File: config.mk
export PLATFORM = sky130hd
export DESIGN_NAME = mc_alu_flat
export DESIGN_NICKNAME = d
export VERILOG_FILES = /design/src/rtl/mc_alu_if.sv /design/src/rtl/mc_alu.sv /design/src/flat_wrapper.sv
export SDC_FILE = /design/constraint.sdc
export NUM_CORES = 1
export LEC_CHECK = 0
export CORE_MARGIN = 4
export CORE_UTILIZATION = 60
export CTS_CLUSTER_SIZE = 24
export DETAILED_ROUTE_END_ITERATION = 7
export PLACE_DENSITY = 0.87
export SYNTH_ARGS = -nofsm -noshare
export SYNTH_HDL_FRONTEND = slang
export SYNTH_SLANG_ARGS = --single-unit
export TNS_END_PERCENT = 5
File: constraint.sdc
create_clock -name clk -period 4.4 [get_ports clk]
set_input_delay 0.44 -clock clk [delete_from_list [all_inputs] [get_ports clk]]
set_output_delay 0.44 -clock clk [all_outputs]
set_load 0.005 [all_outputs]
File: src/rtl/mc_alu_if.sv
// rtl/mc_alu_if.sv - operand/result handshake bundle for the multi-cycle ALU
interface mc_alu_if #(
    parameter int WIDTH = 16,
    parameter int OPW   = 4
);
    logic             in_valid;
    logic             in_ready;
    logic [WIDTH-1:0] a;
    logic [WIDTH-1:0] b;
    logic [OPW-1:0]   s;
    logic             out_valid;
    logic             out_ready;
    logic [WIDTH-1:0] f;
    logic             take_branch;
    logic             ovf;
    logic             dbz;

    modport master (
        output in_valid, a, b, s, out_ready,
        input  in_ready, out_valid, f, take_branch, ovf, dbz
    );

    modport slave (
        input  in_valid, a, b, s, out_ready,
        output in_ready, out_valid, f, take_branch, ovf, dbz
    );
endinterface

File: src/rtl/mc_alu.sv
// rtl/mc_alu.sv - multi-cycle ALU: single-cycle logic ops, iterative shift-add mul and restoring div/rem
module mc_alu #(
    parameter int WIDTH = 16,
    parameter int OPW   = 4
) (
    input  logic      clk,
    input  logic      rst,
    mc_alu_if.slave   bus
);
    localparam int CW = $clog2(WIDTH + 1);

    localparam logic [OPW-1:0] OP_ADD  = OPW'(0);
    localparam logic [OPW-1:0] OP_NOTB = OPW'(1);
    localparam logic [OPW-1:0] OP_AND  = OPW'(2);
    localparam logic [OPW-1:0] OP_OR   = OPW'(3);
    localparam logic [OPW-1:0] OP_SRA  = OPW'(4);
    localparam logic [OPW-1:0] OP_SLL  = OPW'(5);
    localparam logic [OPW-1:0] OP_BEQZ = OPW'(6);
    localparam logic [OPW-1:0] OP_BNEZ = OPW'(7);
    localparam logic [OPW-1:0] OP_XOR  = OPW'(8);
    localparam logic [OPW-1:0] OP_SUB  = OPW'(9);
    localparam logic [OPW-1:0] OP_MUL  = OPW'(10);
    localparam logic [OPW-1:0] OP_DIVU = OPW'(11);
    localparam logic [OPW-1:0] OP_REMU = OPW'(12);

    typedef enum logic [1:0] {
        IDLE = 2'd0,
        ITER = 2'd1,
        DONE = 2'd2
    } state_t;

    state_t           state, state_nxt;
    logic [OPW-1:0]   op_q;
    logic [CW-1:0]    cnt_q;
    logic [WIDTH-1:0] md_q;
    logic [WIDTH-1:0] hi_q;
    logic [WIDTH-1:0] lo_q;
    logic [WIDTH-1:0] f_q;
    logic             ovf_q;
    logic             dbz_q;
    logic             br_q;

    logic             accept;
    logic             last_iter;
    logic [WIDTH-1:0] add_r;
    logic [WIDTH-1:0] sub_r;

    logic [WIDTH-1:0] imm_f;
    logic             imm_ovf;
    logic             imm_dbz;
    logic             imm_br;
    logic             imm_iter;

    logic [WIDTH:0]   mul_sum;
    logic [WIDTH:0]   div_trial;
    logic [WIDTH-1:0] step_hi;
    logic [WIDTH-1:0] step_lo;

    assign accept    = bus.in_valid && (state == IDLE);
    assign last_iter = (cnt_q == CW'(WIDTH - 1));
    assign add_r     = bus.a + bus.b;
    assign sub_r     = bus.a - bus.b;

    // Results for everything that completes on the accept edge, plus the ITER decision
    always_comb begin
        imm_f    = '0;
        imm_ovf  = 1'b0;
        imm_dbz  = 1'b0;
        imm_br   = 1'b0;
        imm_iter = 1'b0;
        case (bus.s)
            OP_ADD: begin
                imm_f   = add_r;
                imm_ovf = (bus.a[WIDTH-1] == bus.b[WIDTH-1]) && (add_r[WIDTH-1] != bus.a[WIDTH-1]);
            end
            OP_NOTB: imm_f = ~bus.b;
            OP_AND:  imm_f = bus.a & bus.b;
            OP_OR:   imm_f = bus.a | bus.b;
            OP_SRA:  imm_f = $signed(bus.a) >>> bus.b;
            OP_SLL:  imm_f = bus.a << bus.b;
            OP_BEQZ: imm_br = (bus.a == '0);
            OP_BNEZ: imm_br = (bus.a != '0);
            OP_XOR:  imm_f = bus.a ^ bus.b;
            OP_SUB: begin
                imm_f   = sub_r;
                imm_ovf = (bus.a[WIDTH-1] != bus.b[WIDTH-1]) && (sub_r[WIDTH-1] != bus.a[WIDTH-1]);
            end
            OP_MUL:  imm_iter = 1'b1;
            OP_DIVU: begin
                if (bus.b == '0) begin
                    imm_f   = '1;
                    imm_dbz = 1'b1;
                end else begin
                    imm_iter = 1'b1;
                end
            end
            OP_REMU: begin
                if (bus.b == '0) begin
                    imm_f   = bus.a;
                    imm_dbz = 1'b1;
                end else begin
                    imm_iter = 1'b1;
                end
            end
            default: ;
        endcase
    end

    // hi/lo hold {accumulator, multiplier} for mul and {remainder, dividend/quotient} for div
    assign mul_sum   = {1'b0, hi_q} + (lo_q[0] ? {1'b0, md_q} : '0);
    assign div_trial = {hi_q, lo_q[WIDTH-1]} - {1'b0, md_q};

    always_comb begin
        step_hi = hi_q;
        step_lo = lo_q;
        if (op_q == OP_MUL) begin
            step_hi = mul_sum[WIDTH:1];
            step_lo = {mul_sum[0], lo_q[WIDTH-1:1]};
        end else if (!div_trial[WIDTH]) begin
            step_hi = div_trial[WIDTH-1:0];
            step_lo = {lo_q[WIDTH-2:0], 1'b1};
        end else begin
            step_hi = {hi_q[WIDTH-2:0], lo_q[WIDTH-1]};
            step_lo = {lo_q[WIDTH-2:0], 1'b0};
        end
    end

    always_comb begin
        state_nxt = state;
        case (state)
            IDLE: begin
                if (accept) begin
                    state_nxt = imm_iter ? ITER : DONE;
                end
            end
            ITER: begin
                if (last_iter) begin
                    state_nxt = DONE;
                end
            end
            DONE: begin
                if (bus.out_ready) begin
                    state_nxt = IDLE;
                end
            end
            default: state_nxt = IDLE;
        endcase
    end

    always_ff @(posedge clk) begin
        if (rst) begin
            state <= IDLE;
            op_q  <= '0;
            cnt_q <= '0;
            md_q  <= '0;
            hi_q  <= '0;
            lo_q  <= '0;
            f_q   <= '0;
            ovf_q <= 1'b0;
            dbz_q <= 1'b0;
            br_q  <= 1'b0;
        end else begin
            state <= state_nxt;
            case (state)
                IDLE: begin
                    if (accept) begin
                        op_q  <= bus.s;
                        cnt_q <= '0;
                        md_q  <= (bus.s == OP_MUL) ? bus.a : bus.b;
                        lo_q  <= (bus.s == OP_MUL) ? bus.b : bus.a;
                        hi_q  <= '0;
                        f_q   <= imm_f;
                        ovf_q <= imm_ovf;
                        dbz_q <= imm_dbz;
                        br_q  <= imm_br;
                    end
                end
                ITER: begin
                    hi_q  <= step_hi;
                    lo_q  <= step_lo;
                    cnt_q <= cnt_q + 1'b1;
                    if (last_iter) begin
                        f_q   <= (op_q == OP_REMU) ? step_hi : step_lo;
                        ovf_q <= (op_q == OP_MUL) && (step_hi != '0);
                        dbz_q <= 1'b0;
                        br_q  <= 1'b0;
                    end
                end
                default: ;
            endcase
        end
    end

    assign bus.in_ready    = (state == IDLE);
    assign bus.out_valid   = (state == DONE);
    assign bus.f           = f_q;
    assign bus.ovf         = ovf_q;
    assign bus.dbz         = dbz_q;
    assign bus.take_branch = br_q;
endmodule
File: src/flat_wrapper.sv
// flat-port wrapper written by rule: the top's interface ports become plain ports
module mc_alu_flat 
#(
    parameter int WIDTH = 16,
    parameter int OPW   = 4
)
  (clk, rst, bus_in_valid, bus_a, bus_b, bus_s, bus_out_ready, bus_in_ready, bus_out_valid, bus_f, bus_take_branch, bus_ovf, bus_dbz);
  mc_alu_if #(.WIDTH(WIDTH), .OPW(OPW)) bus_i ();
  input  logic clk;
  input  logic rst;
  input wire logic [$bits(bus_i.in_valid)-1:0] bus_in_valid;
  input wire logic [$bits(bus_i.a)-1:0] bus_a;
  input wire logic [$bits(bus_i.b)-1:0] bus_b;
  input wire logic [$bits(bus_i.s)-1:0] bus_s;
  input wire logic [$bits(bus_i.out_ready)-1:0] bus_out_ready;
  output wire logic [$bits(bus_i.in_ready)-1:0] bus_in_ready;
  output wire logic [$bits(bus_i.out_valid)-1:0] bus_out_valid;
  output wire logic [$bits(bus_i.f)-1:0] bus_f;
  output wire logic [$bits(bus_i.take_branch)-1:0] bus_take_branch;
  output wire logic [$bits(bus_i.ovf)-1:0] bus_ovf;
  output wire logic [$bits(bus_i.dbz)-1:0] bus_dbz;
  assign bus_i.in_valid = bus_in_valid;
  assign bus_i.a = bus_a;
  assign bus_i.b = bus_b;
  assign bus_i.s = bus_s;
  assign bus_i.out_ready = bus_out_ready;
  assign bus_in_ready = bus_i.in_ready;
  assign bus_out_valid = bus_i.out_valid;
  assign bus_f = bus_i.f;
  assign bus_take_branch = bus_i.take_branch;
  assign bus_ovf = bus_i.ovf;
  assign bus_dbz = bus_i.dbz;
  mc_alu #(.WIDTH(WIDTH), .OPW(OPW)) u_core (.clk(clk), .rst(rst), .bus(bus_i));
endmodule
## After elaboration in Yosys (flattened, before gate mapping)

Cells that the tools add are included.

- Add/subtract/negate cells: 5
- Equal/unequal tests: 24
- Shifts and indexed selects: 2
- Multiplexer cells: 39
- Bitwise gates (word level): 4
- Reductions and logical operators: 16

Operator list:

| kind | number |
|---|---|
| 16-bit 2-to-1 mux | 13 |
| 16-bit case mux with 10 select lines | 1 |
| 16-bit case mux with 2 select lines | 3 |
| 16-bit logical NOT | 2 |
| 16-bit nonzero test | 2 |
| 4-bit == test, second input constant | 7 |
| 16-bit by 17-bit adder with 17-bit output | 1 |
| 17-bit by 16-bit subtractor with 17-bit output | 1 |
| 16-bit adder | 1 |
| 16-bit bitwise AND | 1 |
| 4-bit by 3-bit == test with 1-bit output, second input constant | 4 |
| 16-bit inverter | 1 |
| 16-bit bitwise OR | 1 |
| 16-bit by 16-bit left shift with 16-bit output | 1 |
| 16-bit by 16-bit >>> shifter with 16-bit output | 1 |
| 16-bit subtractor | 1 |
| 16-bit bitwise XOR | 1 |
| 1-bit case mux with 2 select lines | 6 |
| 5-bit case mux with 2 select lines | 1 |
| 1-bit 2-to-1 mux | 9 |
| 4-bit by 2-bit == test with 1-bit output, second input constant | 2 |
| 2-bit 2-to-1 mux | 4 |
| 2-bit case mux with 3 select lines | 1 |
| 3-bit AND reduction | 2 |
| other kinds (16) | 23 |

- Register bits: 78
- Input port bits: 40
- Output and inout port bits: 21
- Word-level logic and storage cells: 100

## Depth between registers and ports, before layout

- Word-level depth: 7
- Gate-level depth with buffers: 15
- Gate-level depth less buffers: 13

## Worst setup path before layout

Ideal clock, no wire load.

- Path kind: in2reg
- Start: in bus_b[2]
- End: reg u_core.f_q[15] (netlist: u_core.bus.f[15])
- Library setup time: 127 ps
- Data arrival time: 3,863 ps
- Required time: 4,273 ps
- Setup slack: 409 ps
- Cell stages on the path: 14
- Path buffers: 4
- Cells stage by stage: clkbuf_1 inv_1 clkbuf_1 buf_1 ha_1 clkbuf_1 or4_1 a31oi_1 a311o_1 o2bb2ai_1 nor2_1 o311ai_0 o41ai_1 or3b_1

- Word-level cells in the longest chain between the ends: 5
- Elaborated cells between the ends (all ways): 10
- Classes of those cells: 2 x add/sub; 2 x shift; 5 x mux; 1 x reduce/logical

Ends and longest elaborated chain:

| item | RTL line | source |
|---|---|---|
| from (decl) | flat_wrapper.sv:13 | `input wire logic [$bits(bus_i.b)-1:0] bus_b;` |
| parallel branches: the longest is 2 deep, another holds 16-bit subtractor | - |  |
| 16-bit case mux with 10 select lines * | mc_alu.sv:71 | `case (bus.s)` |
| 16-bit 2-to-1 mux * | mc_alu.sv:166 | `if (accept) begin` |
| 16-bit case mux with 2 select lines * | mc_alu.sv:164 | `case (state)` |
| to (signal assigned) | mc_alu.sv:172 | `f_q <= imm_f;` |
| to (signal assigned) | mc_alu.sv:183 | `f_q <= (op_q == OP_REMU) ? step_hi : step_lo;` |
| to (decl) | mc_alu.sv:38 | `logic [WIDTH-1:0] f_q;` |

Every way passes the cells marked *. The select of a mux whose other input is x is not followed.
A chain may end at the register's enable or synchronous reset.

## Final worst setup path

- Start: reg u_core.lo_q[0]
- End: reg u_core.ovf_q (netlist: u_core.bus.ovf)

- Word-level cells in the longest chain between the ends: 7

Ends and longest elaborated chain:

| item | RTL line | source |
|---|---|---|
| from (decl) | mc_alu.sv:37 | `logic [WIDTH-1:0] lo_q;` |
| from (signal assigned) | mc_alu.sv:170 | `lo_q <= (bus.s == OP_MUL) ? bus.b : bus.a;` |
| from (signal assigned) | mc_alu.sv:180 | `lo_q <= step_lo;` |
| 16-bit 2-to-1 mux | mc_alu.sv:110 | `assign mul_sum = {1'b0, hi_q} + (lo_q[0] ? {1'b0, md_q} : '0);` |
| 16-bit by 17-bit adder with 17-bit output | mc_alu.sv:110 |  |
| 16-bit 2-to-1 mux | mc_alu.sv:116 | `if (op_q == OP_MUL) begin` |
| 16-bit nonzero test | mc_alu.sv:184 | `ovf_q <= (op_q == OP_MUL) && (step_hi != '0);` |
| 1-bit logical AND | mc_alu.sv:184 |  |
| 1-bit 2-to-1 mux | mc_alu.sv:182 | `if (last_iter) begin` |
| 1-bit case mux with 2 select lines | mc_alu.sv:164 |  |
| to (signal assigned) | mc_alu.sv:173 | `ovf_q <= imm_ovf;` |
| to (signal assigned) | mc_alu.sv:184 |  |
| to (decl) | mc_alu.sv:39 | `logic ovf_q;` |

No other way between the ends. The select of a mux whose other input is x is not followed.

==> metrics <==
status finished, final reports clean; DRC 0; Initial Utilization 61.69%; Max Root-Sink Buffers 2; syn nets 1542; worst hold stages 2; most frequent cells in the layout 193 x nand2_1, 186 x nor2_1, 116 x a21oi_1; most common cell after layout, fill and taps aside nand2_1; Fin Clk Skew 0.009433 ns; Post-synth EDFFs 0; Avg Vias per Cell 7.069; Hold WC Path Type flip-flop to flip-flop; Worst Path Max Fanout 11; Sink Count 78; # port buffers 60; Synth cell types 89; DRT Wirelength 39.38 mm; WL/cell 23.68 um; Crit path max-delay family compound AO/OA/AOI/OAI gates; Hold Crit Start u_core.op_q[3]; Post-CTS Hold Buffers 0; gate count after technology mapping 1417; DP Wirelength 29.94 mm; maximum clock frequency 249.0 MHz; post-route insts no fill 1663; CP Class flip-flop to flip-flop; nets@finish 1567; Core ar. 16000 um^2; Reg2Reg Setup Slack 0.38 ns; critical path capture point type flip-flop; Min-Delay Endpoint u_core.op_q[3]; CTS tree built; Syn. warnings 0; H-tree depth 3; actual slew at the worst max-slew pin 1.020 ns; drt pass-1 iters 6; clock latency on the worst-skew pair 0.35 ns; fraction of layout cells with a size suffix above 1 8.984%; Slowest-stage cell, CP dfxtp_1; final setup fails 0; Synth Cell Area 9871 um^2; Seq/Total Area, Yosys 15.82%; clock-pin slew on the worst setup and hold paths 0.06 ns; Post-synth ARST share 0%; Critical Path RT 4.64 ns; post-CTS sizing 0; Routed Antenna Nets 0; final core occ 69.32%; Syn Area/Cell 6.966 um^2; Cells after DPL 1647; PwrDens 236.0 nW/um^2; total power 2618 uW; num ports 61; Worst slew margin 32.02%; RSZ-0062 raised after global routing no; Rows 46; GPL Wtd Cong 1.041; Cell Chain, Critical Path and2_1 -> ha_1 -> a21oi_1 -> o22ai_1 -> o41ai_2 -> buf_4 -> o21a_1 -> xnor2_1 -> a211oi_1 -> o211ai_1 -> or4_1 -> a31o_1; max incr delay on CP 0.56 ns; Arrival @ worst endpoint 4.25 ns; Top FF cell, synth dfxtp_1; Total GRT Usage 41.72%; reg-to-reg endpoint u_core.bus.ovf; initial antenna violation count 0; fin crit period 4.016 ns; critical path startpoint category flip-flop; vias in the first global route 10960; DRT iter0 DRCs 1732; Die Height 136.3 um; Reg2Reg Depth 12; full die area 18570 um^2; ANT cells 0; worst r2r src u_core.lo_q[0]; Remaining Overflow, GRT 0; largest net degree at the start of global routing 56; TritonCTS buffer count 9; worst vdd ir 0.1876 mV; Fillers 1416; vias 11760; design area 11090 um^2; leakage 0.004591 uW; Max Slew Vio Count 0; die width 136.3 um; max cap viols 0; CTS Root Cell clkbuf_16; Cell Area, Placed 10790 um^2; area grow syn2layout 12.37%; register bit total from synthesis 78; final hold violations 0; fin crit share 91.26%; Buffers & Inverters on Critical Path 1; first-pass GRT wire length 60.50 mm; postcts setup bufs 0; Setup TNS 0 ns
-- worst max path at each step --
stage / start / end / depth (start not counted)
floorplan: bus_b[2] / u_core.bus.f[15] / 14
global placement: u_core.lo_q[15] / u_core.bus.ovf / 13
detailed placement: bus_a[0] / u_core.bus.f[15] / 12
CTS: u_core.lo_q[15] / u_core.bus.ovf / 13
global route: u_core.lo_q[0] / u_core.bus.ovf / 13
finish: u_core.lo_q[0] / u_core.bus.ovf / 12
-- synth_stat cells, drive strengths merged, types with 14 or more instances --
master	instances	share of area [%]
nor3	39	2.0
a311oi	25	2.3
nand2	195	7.5
o21ai	67	3.4
a21oi	116	5.9
inv	67	2.5
clkbuf	84	3.2
and2	23	1.5
o22ai	16	1.0
xnor2	14	1.2
a21o	18	1.4
nor2	187	7.2
buf	27	1.4
a221oi	25	2.4
dfxtp	78	16
o211ai	18	1.5
mux2i	32	3.2
a211oi	26	2.1
nand3	20	1.0
a31oi	15	0.95
ha	81	10
-- cell type report --
| cell class | instances | area (um^2) | area share, % |
|---|---|---|---|
| inverters | 67 | 251.5 | 2.267 |
| clock buffers | 9 | 225.2 | 2.030 |
| repair buffers | 125 | 1079 | 9.724 |
| flip-flops and latches | 78 | 1562 | 14.08 |
| clock inverters | 7 | 77.57 | 0.6994 |
| well taps | 216 | 270.3 | 2.437 |
| multi-input cells | 1161 | 7627 | 68.76 |
-- sequential cells by signal (all words and copies together) (netlist names) --
signal                  flops
u_core.cnt_q                5
u_core.bus.ovf              1
u_core.bus.f               16
u_core.state                2
u_core.md_q                16
u_core.bus.take_branch      1
u_core.bus.dbz              1
u_core.op_q                 4
u_core.hi_q                16
u_core.lo_q                16
-- tightest hold or removal path, cell delays in order (launching register included) --
cell and delay [ns]:
dfxtp_1 0.30, nand2_1 0.05, a21oi_1 0.05
-- where the power goes --
part	total [uW]	internal [uW]	switching [uW]
sequential	802	754	47.9
clock	792	447	344
combinational	1020	399	625
total	2620	1600	1020
-- stage by stage --
step / hold slack (ns) / setup slack [ns]
after global placement: 0.4385 / 0.3747
after CTS: 0.4498 / 0.2481
final: 0.4502 / 0.3844
after floorplan: 0.4318 / 0.4093
after detailed placement: 0.4417 / 0.2907
after global routing: 0.4940 / 0.2059
-- cell families (layout without fill, tap and decap cells) --
group,Yosys count,in the layout,share of synthesized area (%)
AO/OA/AOI/OAI,447,447,31.64
XOR/XNOR,25,25,2.218
adder cells (fa/ha/maj),85,85,11.08
buffers and inverters,178,208,7.187
flip-flops,78,78,15.82
multiplexers,49,49,6.667
AND/OR/NAND/NOR,555,555,25.39
-- layer usage --
metal / wire [um] / track usage [%] / up-vias
li1: - / - / 5238
met1: 14430 / 52.17 / 5391
met2: 17340 / 65.88 / 891
met3: 4624 / 8.290 / 235
met4: 2973 / 25.81 / 0
met5: 0 / 0 / -
Power figures use the tool's default switching activity.
